===== config.mk =====
export PLATFORM = sky130hd
export DESIGN_NAME = unmap_flat
export DESIGN_NICKNAME = d
export VERILOG_FILES = /design/src/rtl/map_pkg.sv /design/src/rtl/unmap_if.sv /design/src/rtl/unmap_div.sv /design/src/rtl/unmap.sv /design/src/flat_wrapper.sv
export SDC_FILE = /design/constraint.sdc
export NUM_CORES = 1
export LEC_CHECK = 0
export CORE_MARGIN = 2
export CORE_UTILIZATION = 30
export DETAILED_ROUTE_END_ITERATION = 12
export GPL_TIMING_DRIVEN = 0
export MAX_ROUTING_LAYER = met4
export PLACE_DENSITY = 0.44
export RECOVER_POWER = 100
export SLEW_MARGIN = 5
export SYNTH_ARGS = -nofsm -noshare
export SYNTH_HDL_FRONTEND = slang
export SYNTH_SLANG_ARGS = --single-unit
export TNS_END_PERCENT = 30

===== constraint.sdc =====
create_clock -name sys_clk -period 5.2 [get_ports sys_clk]
set_input_delay 0.52 -clock sys_clk [delete_from_list [all_inputs] [get_ports sys_clk]]
set_output_delay 0.52 -clock sys_clk [all_outputs]
set_load 0.05 [all_outputs]

===== src/rtl/map_pkg.sv =====
// map_pkg: knot table and FSM state type shared by the forward brightness map and its inverse.
// No ports. The table is 17 monotonic knots that bound 16 linear segments.
package map_pkg;

  localparam int MAP_SEGS = 16;

  localparam logic [15:0] MAP_KNOT [0:16] = '{
    16'h0000, 16'h4898, 16'h637b, 16'h779d,
    16'h8853, 16'h96e0, 16'ha3ea, 16'hafcf,
    16'hbad0, 16'hc516, 16'hcec1, 16'hd7e8,
    16'he09e, 16'he8f1, 16'hf0ec, 16'hf899,
    16'hffff
  };

  typedef enum logic [1:0] {
    IDLE,
    SEARCH,
    DIFF,
    DIVIDE
  } unmap_state_t;

endpackage


===== src/rtl/unmap_if.sv =====
// unmap_if: start/result handshake of the inverse brightness map.
// master drives mapped_light/get_unmap; slave returns light/light_valid/busy.
interface unmap_if;
  logic [15:0] mapped_light;
  logic        get_unmap;
  logic [15:0] light;
  logic        light_valid;
  logic        busy;

  modport master (
    output mapped_light, get_unmap,
    input  light, light_valid, busy
  );

  modport slave (
    input  mapped_light, get_unmap,
    output light, light_valid, busy
  );
endinterface


===== src/rtl/unmap_div.sv =====
// unmap_div: restoring divider, FRAC_W quotient bits MSB first, one bit per cycle.
// Ports: sys_clk, sys_rst (async low), start/dividend/den in; q/done out (valid while done=1).
module unmap_div #(
  parameter int FRAC_W = 4
) (
  input  logic                sys_clk,
  input  logic                sys_rst,
  input  logic                start,
  input  logic [16+FRAC_W-1:0] dividend,
  input  logic [15:0]         den,
  output logic [FRAC_W-1:0]   q,
  output logic                done
);
  localparam int DW = 16 + FRAC_W;

  logic [DW-1:0]     rem;
  logic [DW-1:0]     dsh;
  logic [FRAC_W-1:0] qr;
  logic [3:0]        cnt;
  logic              run;
  logic              qbit;

  // q and done look one step ahead so the caller
  // can register the result on the final bit's edge.
  assign qbit = rem >= dsh;
  assign q    = (qr << 1) | FRAC_W'(qbit);
  assign done = run && (cnt == 4'd0);

  always_ff @(posedge sys_clk or negedge sys_rst) begin
    if (!sys_rst) begin
      rem <= '0;
      dsh <= '0;
      qr  <= '0;
      cnt <= '0;
      run <= 1'b0;
    end else if (start) begin
      rem <= dividend;
      dsh <= DW'(den) << (FRAC_W - 1);
      qr  <= '0;
      cnt <= 4'(FRAC_W - 1);
      run <= 1'b1;
    end else if (run) begin
      if (qbit) rem <= rem - dsh;
      dsh <= dsh >> 1;
      qr  <= q;
      cnt <= cnt - 4'd1;
      if (cnt == 4'd0) run <= 1'b0;
    end
  end
endmodule


===== src/rtl/unmap.sv =====
// unmap: inverse brightness map; segment search then divide gives {seg, frac, zeros}.
// Ports: sys_clk, sys_rst (async low), u (unmap_if.slave). Macro UNMAP_ROUND_EN: round-to-nearest.
import map_pkg::*;

module unmap #(
  parameter int FRAC_W = 4
) (
  input  logic    sys_clk,
  input  logic    sys_rst,
  unmap_if.slave  u
);
  localparam int DW = 16 + FRAC_W;

  unmap_state_t      state;
  logic [15:0]       target;
  logic [15:0]       left;
  logic [15:0]       right;
  logic [3:0]        seg;
  logic [4:0]        nxt;
  logic [15:0]       num;
  logic [15:0]       den;
  logic [DW-1:0]     dividend;
  logic [FRAC_W-1:0] q;
  logic              done;
  logic              start;
  logic [15:0]       code;

  assign nxt   = {1'b0, seg} + 5'd1;
  assign num   = target - left;
  assign den   = right - left;
  assign start = state == DIFF;

  // num * (2^F - 1) as a shift and subtract
`ifdef UNMAP_ROUND_EN
  assign dividend = {num, {FRAC_W{1'b0}}} - DW'(num)
                  + DW'(den >> 1);
`else
  assign dividend = {num, {FRAC_W{1'b0}}} - DW'(num);
`endif

  assign code = {seg, 12'h000}
              | (16'(q) << (12 - FRAC_W));

  unmap_div #(.FRAC_W(FRAC_W)) div (
    .sys_clk  (sys_clk),
    .sys_rst  (sys_rst),
    .start    (start),
    .dividend (dividend),
    .den      (den),
    .q        (q),
    .done     (done)
  );

  always_ff @(posedge sys_clk or negedge sys_rst) begin
    if (!sys_rst) begin
      state         <= IDLE;
      target        <= '0;
      left          <= '0;
      right         <= '0;
      seg           <= '0;
      u.light       <= '0;
      u.light_valid <= 1'b0;
      u.busy        <= 1'b0;
    end else begin
      u.light_valid <= 1'b0;
      unique case (state)
        IDLE: begin
          if (u.get_unmap) begin
            target <= u.mapped_light;
            seg    <= '0;
            u.busy <= 1'b1;
            state  <= SEARCH;
          end
        end
        SEARCH: begin
          if (target < MAP_KNOT[nxt] ||
              seg == 4'(MAP_SEGS - 1)) begin
            left  <= MAP_KNOT[{1'b0, seg}];
            right <= MAP_KNOT[nxt];
            state <= DIFF;
          end else begin
            seg <= seg + 4'd1;
          end
        end
        DIFF: state <= DIVIDE;
        DIVIDE: begin
          if (done) begin
            u.light       <= code;
            u.light_valid <= 1'b1;
            u.busy        <= 1'b0;
            state         <= IDLE;
          end
        end
        default: state <= IDLE;
      endcase
    end
  end
endmodule


===== src/flat_wrapper.sv =====
// flat-port wrapper written by rule: the top's interface ports become plain ports
module unmap_flat 
#(
  parameter int FRAC_W = 4
)
  (sys_clk, sys_rst, u_mapped_light, u_get_unmap, u_light, u_light_valid, u_busy);
  unmap_if u_i ();
  input  logic sys_clk;
  input  logic sys_rst;
  input wire logic [$bits(u_i.mapped_light)-1:0] u_mapped_light;
  input wire logic [$bits(u_i.get_unmap)-1:0] u_get_unmap;
  output wire logic [$bits(u_i.light)-1:0] u_light;
  output wire logic [$bits(u_i.light_valid)-1:0] u_light_valid;
  output wire logic [$bits(u_i.busy)-1:0] u_busy;
  assign u_i.mapped_light = u_mapped_light;
  assign u_i.get_unmap = u_get_unmap;
  assign u_light = u_i.light;
  assign u_light_valid = u_i.light_valid;
  assign u_busy = u_i.busy;
  unmap #(.FRAC_W(FRAC_W)) u_core (.sys_clk(sys_clk), .sys_rst(sys_rst), .u(u_i));
endmodule

Word-level counts from Yosys, hierarchy flattened

Memories as Yosys holds them, arrays and structs flattened. A register that Yosys moved wholly into a read port is not among the register bits.
Index checks and enable logic that the tools add are counted.

Memories kept: 2
Output and inout bits: 18
Bits of input ports: 19
Bits in registers: 104
Memory bits (read-only): 1024

Add/subtract/negate cells: 7
Reductions and logical operators: 16
Eq/ne operators: 8
Bitwise gates (word level): 4
Magnitude comparators: 3
Muxes and demuxes: 26

Memories:

| memory           | words | bits a word | read ports | clocked after Yosys merged registers in | write ports | line        | RTL |
|---|---|---|---|---|---|---|---|
| (name not given) | 32    | 16          | 1          | 0                                       | 0           | unmap.sv:79 | `right <= MAP_KNOT[nxt];` |
| (name not given) | 32    | 16          | 1          | 1                                       | 0           | unmap.sv:78 | `left <= MAP_KNOT[{1'b0, seg}];` |

Operators with widths:

| kind                                         | count |
|---|---|
| 2-to-1 mux 20 bit                            | 5 |
| 2-to-1 mux 16 bit                            | 2 |
| subtractor 16 bit                            | 2 |
| >= comparator 20 bit                         | 1 |
| subtractor 20 x 16 -> 20 bit                 | 1 |
| subtractor 20 bit                            | 1 |
| < comparator 16 bit                          | 1 |
| 2-to-1 mux 4 bit                             | 4 |
| OR 16 x 12 -> 16 bit                         | 1 |
| AND reduction 3 bit                          | 3 |
| case mux 2 bit (4 select lines)              | 1 |
| case mux 4 bit (2 select lines)              | 1 |
| AND reduction 2 bit                          | 4 |
| nonzero test 2 bit                           | 4 |
| 2-to-1 mux 1 bit                             | 7 |
| >= comparator 6 bit, second input constant   | 1 |
| 2-to-1 mux 2 bit                             | 3 |
| 2-to-1 mux 3 bit                             | 2 |
| inequality test 2 bit, second input constant | 3 |
| inverter 4 -> 6 bit                          | 1 |
| inverter 5 -> 6 bit                          | 1 |
| adder 4 x 1 -> 5 bit, second input constant  | 1 |
| adder 4 x 1 -> 4 bit, second input constant  | 1 |
| == test 2 bit, second input constant         | 2 |
| 11 further kinds                             | 11 |

Logic depth before layout (Yosys ltp)

Depth in word-level cells: 9
Depth in mapped cells: 21
Depth with buffers taken out: 21

Cells and area by module

Synthesis repeated with hierarchy kept, for this count alone.

Cells, all modules: 1103
Area, all modules: 9446.6 µm²

By module, submodules not included:

| module    | times used | area an instance (µm²) | cells each |
|---|---|---|---|
| unmap     | 1          | 6144.6                 | 729 |
| unmap_div | 1          | 3301.9                 | 374 |

Worst setup path after synthesis

Ideal clock, no wire load.

Kind: register to register
Start point: register u_core.seg[0]
End point: register u_core.left[0]
Arrival: 3982 ps
Cell stages (with the launch flop): 18
Clock period less this slack: 4113 ps
Buffers on the path: 3
Required time: 5069 ps
Library setup time: 131 ps
Slack: 1087 ps
Path through: dfrtp_1 ha_1 inv_1 ha_1 clkbuf_1 clkbuf_1 nand2_1 o22ai_1 and2_1 ha_1 a21o_1 a211o_1 a2111oi_0 nor3_1 o21ai_2 nand2_4 buf_2 mux2i_1

Word-level cells in the longest chain between the ends: 8

RTL lines:

| item                                                  | line        | RTL |
|---|---|---|
| from (decl)                                           | unmap.sv:18 | `logic [3:0] seg;` |
| from (signal assigned)                                | unmap.sv:82 | `seg <= seg + 4'd1;` |
| adder 4 x 1 -> 5 bit                                  | unmap.sv:28 | `assign nxt = {1'b0, seg} + 5'd1;` |
| inverter 5 -> 6 bit (not written as such)             | unmap.sv:76 | `if (target < MAP_KNOT[nxt] \|\|` |
| memory (32 x 16 bit)                                  | --          |  |
| 2-to-1 mux 16 bit (not written as such) (2 in series) | unmap.sv:76 |  |
| < comparator 16 bit                                   | unmap.sv:76 |  |
| logical OR 1 bit                                      | unmap.sv:76 |  |
| AND reduction 2 bit (no source line)                  | --          |  |
| to (decl)                                             | unmap.sv:16 | `logic [15:0] left;` |

Parallel ways exist; a longest one is shown, timed or not. The select of a mux whose other input is x is not followed.
A chain may end at the register's enable or synchronous reset.

Final worst setup path

Start point: register u_core.target[0]
End point: register u_core.div.rem[16]

Word-level cells in the longest chain between the ends: 3

RTL lines:

| item                         | line            | RTL |
|---|---|---|
| from (decl)                  | unmap.sv:15     | `logic [15:0] target;` |
| from (signal assigned)       | unmap.sv:69     | `target <= u.mapped_light;` |
| subtractor 16 bit            | unmap.sv:29     | `assign num = target - left;` |
| subtractor 20 x 16 -> 20 bit | unmap.sv:38     | `assign dividend = {num, {FRAC_W{1'b0}}} - DW'(num);` |
| 2-to-1 mux 20 bit            | unmap_div.sv:36 | `end else if (start) begin` |
| to (signal assigned)         | unmap_div.sv:37 | `rem <= dividend;` |
| to (signal assigned)         | unmap_div.sv:43 | `if (qbit) rem <= rem - dsh;` |
| to (decl)                    | unmap_div.sv:16 | `logic [DW-1:0] rem;` |

Every way passes these cells.

==> Flow_metrics.wiki <==
{| class="wikitable"
! Metric !! Value
|-
| Result of the run || finished with violations
|-
| Failing checks || max-capacitance violations, max-slew violations
|-
| Total of max-cap violations || 1
|-
| Gate count after technology mapping || roughly 1100
|-
| Via count || roughly 8400
|-
| Clock slew seen by the registers of the worst setup and hold paths || around 0.080 ns
|-
| Die H || about 180 um
|-
| Ant. Diodes || 0
|-
| Net count of the finished layout || around 1300
|-
| Final max-slew violation count || slightly below 90
|-
| FMAX || 206 MHz
|-
| DIE AREA || approximately 33000 um^2
|-
| Sequential share of the synthesized area || roughly 29%
|-
| Area growth from synthesis to layout || 11.9%
|-
| Count of hold-fix buffers inserted at cts || 0
|-
| Ys async rst share || 100%
|-
| RSZ-0062 raised after global routing || false
|-
| Post-detailed-route count of antenna-violating nets || 0
|-
| # port buffers || 28
|-
| Maximum number of pins on one net before global-route repair || between 80 and 90
|-
| TritonCTS sink count || between 100 and 150
|-
| Synth warn || 0
|-
| Required time worst endpoint || around 5.5 ns
|-
| Largest cells by area after synthesis || dfrtp_1 29%, ha_1 12%, a21oi_1 5.3%, o21ai_0 4.2%, nand2_1 3.6%
|-
| Worst Path Arrival || ~5.1 ns
|-
| Final wirelength || 30.1 mm
|-
| Final weighted congestion in routability-driven placement || 0.908
|-
| Global route total overflow || 0
|-
| Clock skew || roughly 0.016 ns
|-
| Critical path startpoint category || flip-flop
|-
| CP max FO || 5
|-
| Final Instance Count excl. Fillers || 1591
|-
| Wire length of the first global-routing pass || between 40 and 50 mm
|-
| Antenna violations before repair || 0
|-
| Die X-Extent || roughly 180 um
|-
| Fraction of layout cells with a size suffix above 1 || under 10%
|-
| Synth top area share || between 20% and 30%
|-
| Instance count after placement with tap cells included || 1575
|-
| Count of final hold-check violations || 0
|-
| Most common cell after layout, fill and taps aside || dfrtp_1
|-
| Post-route fraction of the period consumed by the critical path || between 90% and 100%
|-
| Wire per inst || 18.9 um
|-
| Final setup violation count || 0
|-
| Transition time of the tightest slew-check pin || about 2.2 ns
|-
| Synthesized area per cell || 8.45 um^2
|-
| Floorplan Core Area || 31600 um^2
|-
| Area of the mapped netlist || approximately 9600 um^2
|-
| Worst Path Class, Setup || reg -> reg
|-
| Worst slew margin relative to its limit || -48.5%
|-
| Count of H-tree levels built during CTS || 3
|-
| CTS root buffer || clkbuf_16
|-
| Number of search-and-repair iterations in the first detailed-routing pass || 5
|-
| Number of different library cells in the post-synthesis netlist || 84
|-
| Clock latency on the worst-skew pair || 0.37 ns
|-
| Hold/Removal Path Class || in -> async
|-
| Number of buffers inserted by post-CTS setup repair || 0
|-
| CTS resizes || 1
|-
| Hpwl dp || approximately 24 mm
|-
| Site Rows || 65
|-
| Most used cells in the layout excluding fill and tap cells || 110 x dfrtp_1, 101 x a21oi_1, 92 x nand2_1, 91 x ha_1, 88 x inv_1
|-
| Maximum clock path buffer count || 2
|-
| GRT Resource Usage Total || about a fifth
|-
| Flip-flop and latch count after synthesis || between 100 and 150
|-
| Largest area contributor in the netlist || dfrtp_1
|-
| Minimum period implied by the final worst setup slack || between 4 and 5 ns
|-
| DR DRC count || 0
|-
| Count of pins on the block boundary || 37
|-
| Initial detailed-routing violation count || 430
|-
| Clock tree from TritonCTS || built
|-
| Post-detailed-route via-to-cell ratio || between 5 and 6
|-
| Initial standard-cell utilization of the core || between 30% and 40%
|-
| Count of flip-flops with a built-in enable after synthesis || 0
|-
| CTS Buf Count || 9
|-
| Main synth FF type || dfrtp_1
|-
| Worst Setup End Kind || flip-flop
|-
| Number of global-route vias before repair || slightly above 8000
|}
## synth_stat cells, types with 22 or more instances
master / count
a21o_1: 22
a21oi_1: 101
a31oi_1: 24
clkbuf_1: 38
dfrtp_1: 111
ha_1: 92
inv_1: 88
mux2_2: 29
mux2i_1: 29
nand2_1: 92
nand3_1: 29
nor2_1: 81
nor3_1: 29
o21ai_0: 81
xnor2_1: 37
## worst max-delay path, cell delays in order, from the launching register on
cell and delay [ns]:
dfrtp_1 0.38, inv_1 0.11, ha_1 0.17, inv_1 0.05, fa_1 0.39, a21o_1 0.20
a32oi_2 0.30, or2b_1 0.27, xor2_1 0.36, inv_1 0.09, ha_1 0.33, a2111oi_0 0.55
o21ai_0 0.25, a221o_1 0.43, nand4_1 0.12, o21ai_0 0.21, o2111a_1 0.32, nor3_1 0.20
## state kept, by name (all words and copies together), names as in the netlist
name,flops
u_core.div.cnt,4
u_core.div.rem,20
u_core.div.dsh,19
u_core.target,16
u_core.right,16
u_core.seg,4
u_core.state,2
u_core.div.run,1
u_core.div.qr,3
u_core.left,16
u_core.u.light_valid,1
u_core.u.busy,1
u_core.u.light,8
## worst paths after layout
kind | from | endpoint | slack [ns] | depth (start not counted)
max | u_core.target[0] | u_core.div.rem[16] | 0.35 | 17
min | sys_rst | u_core.u.light[15] | 0.46 | 1
max reg2reg | u_core.target[0] | u_core.div.rem[16] | 0.35 | 17
min reg2reg | u_core.u.light[12] | u_core.u.light[12] | 0.48 | 2
max in group asynchronous | sys_rst | u_core.div.dsh[9] | 1.87 | 2
min in group sys_clk | u_core.u.light[12] | u_core.u.light[12] | 0.48 | 2
## routing by layer
metal / vias up / track usage, % / share of wire [%]
met4: 0 / 4.70 / 1.8
met3: 27 / 2.05 / 3.0
li1: 4183 / - / -
met2: 154 / 30.7 / 47
met5: - / - / 0
met1: 3991 / 24.9 / 48
## cell families (layout without fill, tap and decap cells)
family	count (synthesis)	in the layout	share of synthesized area, %
flops	111	111	28.9
simple gates	321	321	16.4
mux	60	60	6.89
compound gates	348	348	23.8
xor+xnor	53	53	5.14
buf+inv	148	193	6.30
other cells	1	8	0.0390
fa+ha+maj	95	95	12.6
## per-stage QoR
step / setup TNS [ns] / hold slack (ns) / util (%) / area [um^2] / setup slack [ns]
6_report: 0 / 0.457 / 34.1 / 10800 / 0.351
3_3_place_gp: -134.28 / 0.468 / 33.0 / 10400 / -1.22
5_1_grt: 0 / 0.512 / 34.1 / 10800 / 0.0272
2_1_floorplan: 0 / 0.224 / - / 9640 / 1.09
3_5_place_dp: -0.621 / 0.404 / 33.1 / 10400 / -0.0677
4_1_cts: 0 / 0.0112 / 34.1 / 10800 / 0.0654
## area by class of cell
| class | count | area (um^2) |
|---|---|---|
| tap | 402 | 503 |
| timing repair buffer | 29 | 279 |
| inverter | 89 | 334 |
| clock inverter | 6 | 91.3 |
| fill | 3336 | 20800 |
| clock buffer | 10 | 229 |
| multi-input combinational | 885 | 6270 |
| sequential | 111 | 2780 |
| buffer | 59 | 274 |
Power is left out: the tool's default activity adds up to more than one toggle a clock period on the data nets, which glitch-free logic cannot reach.
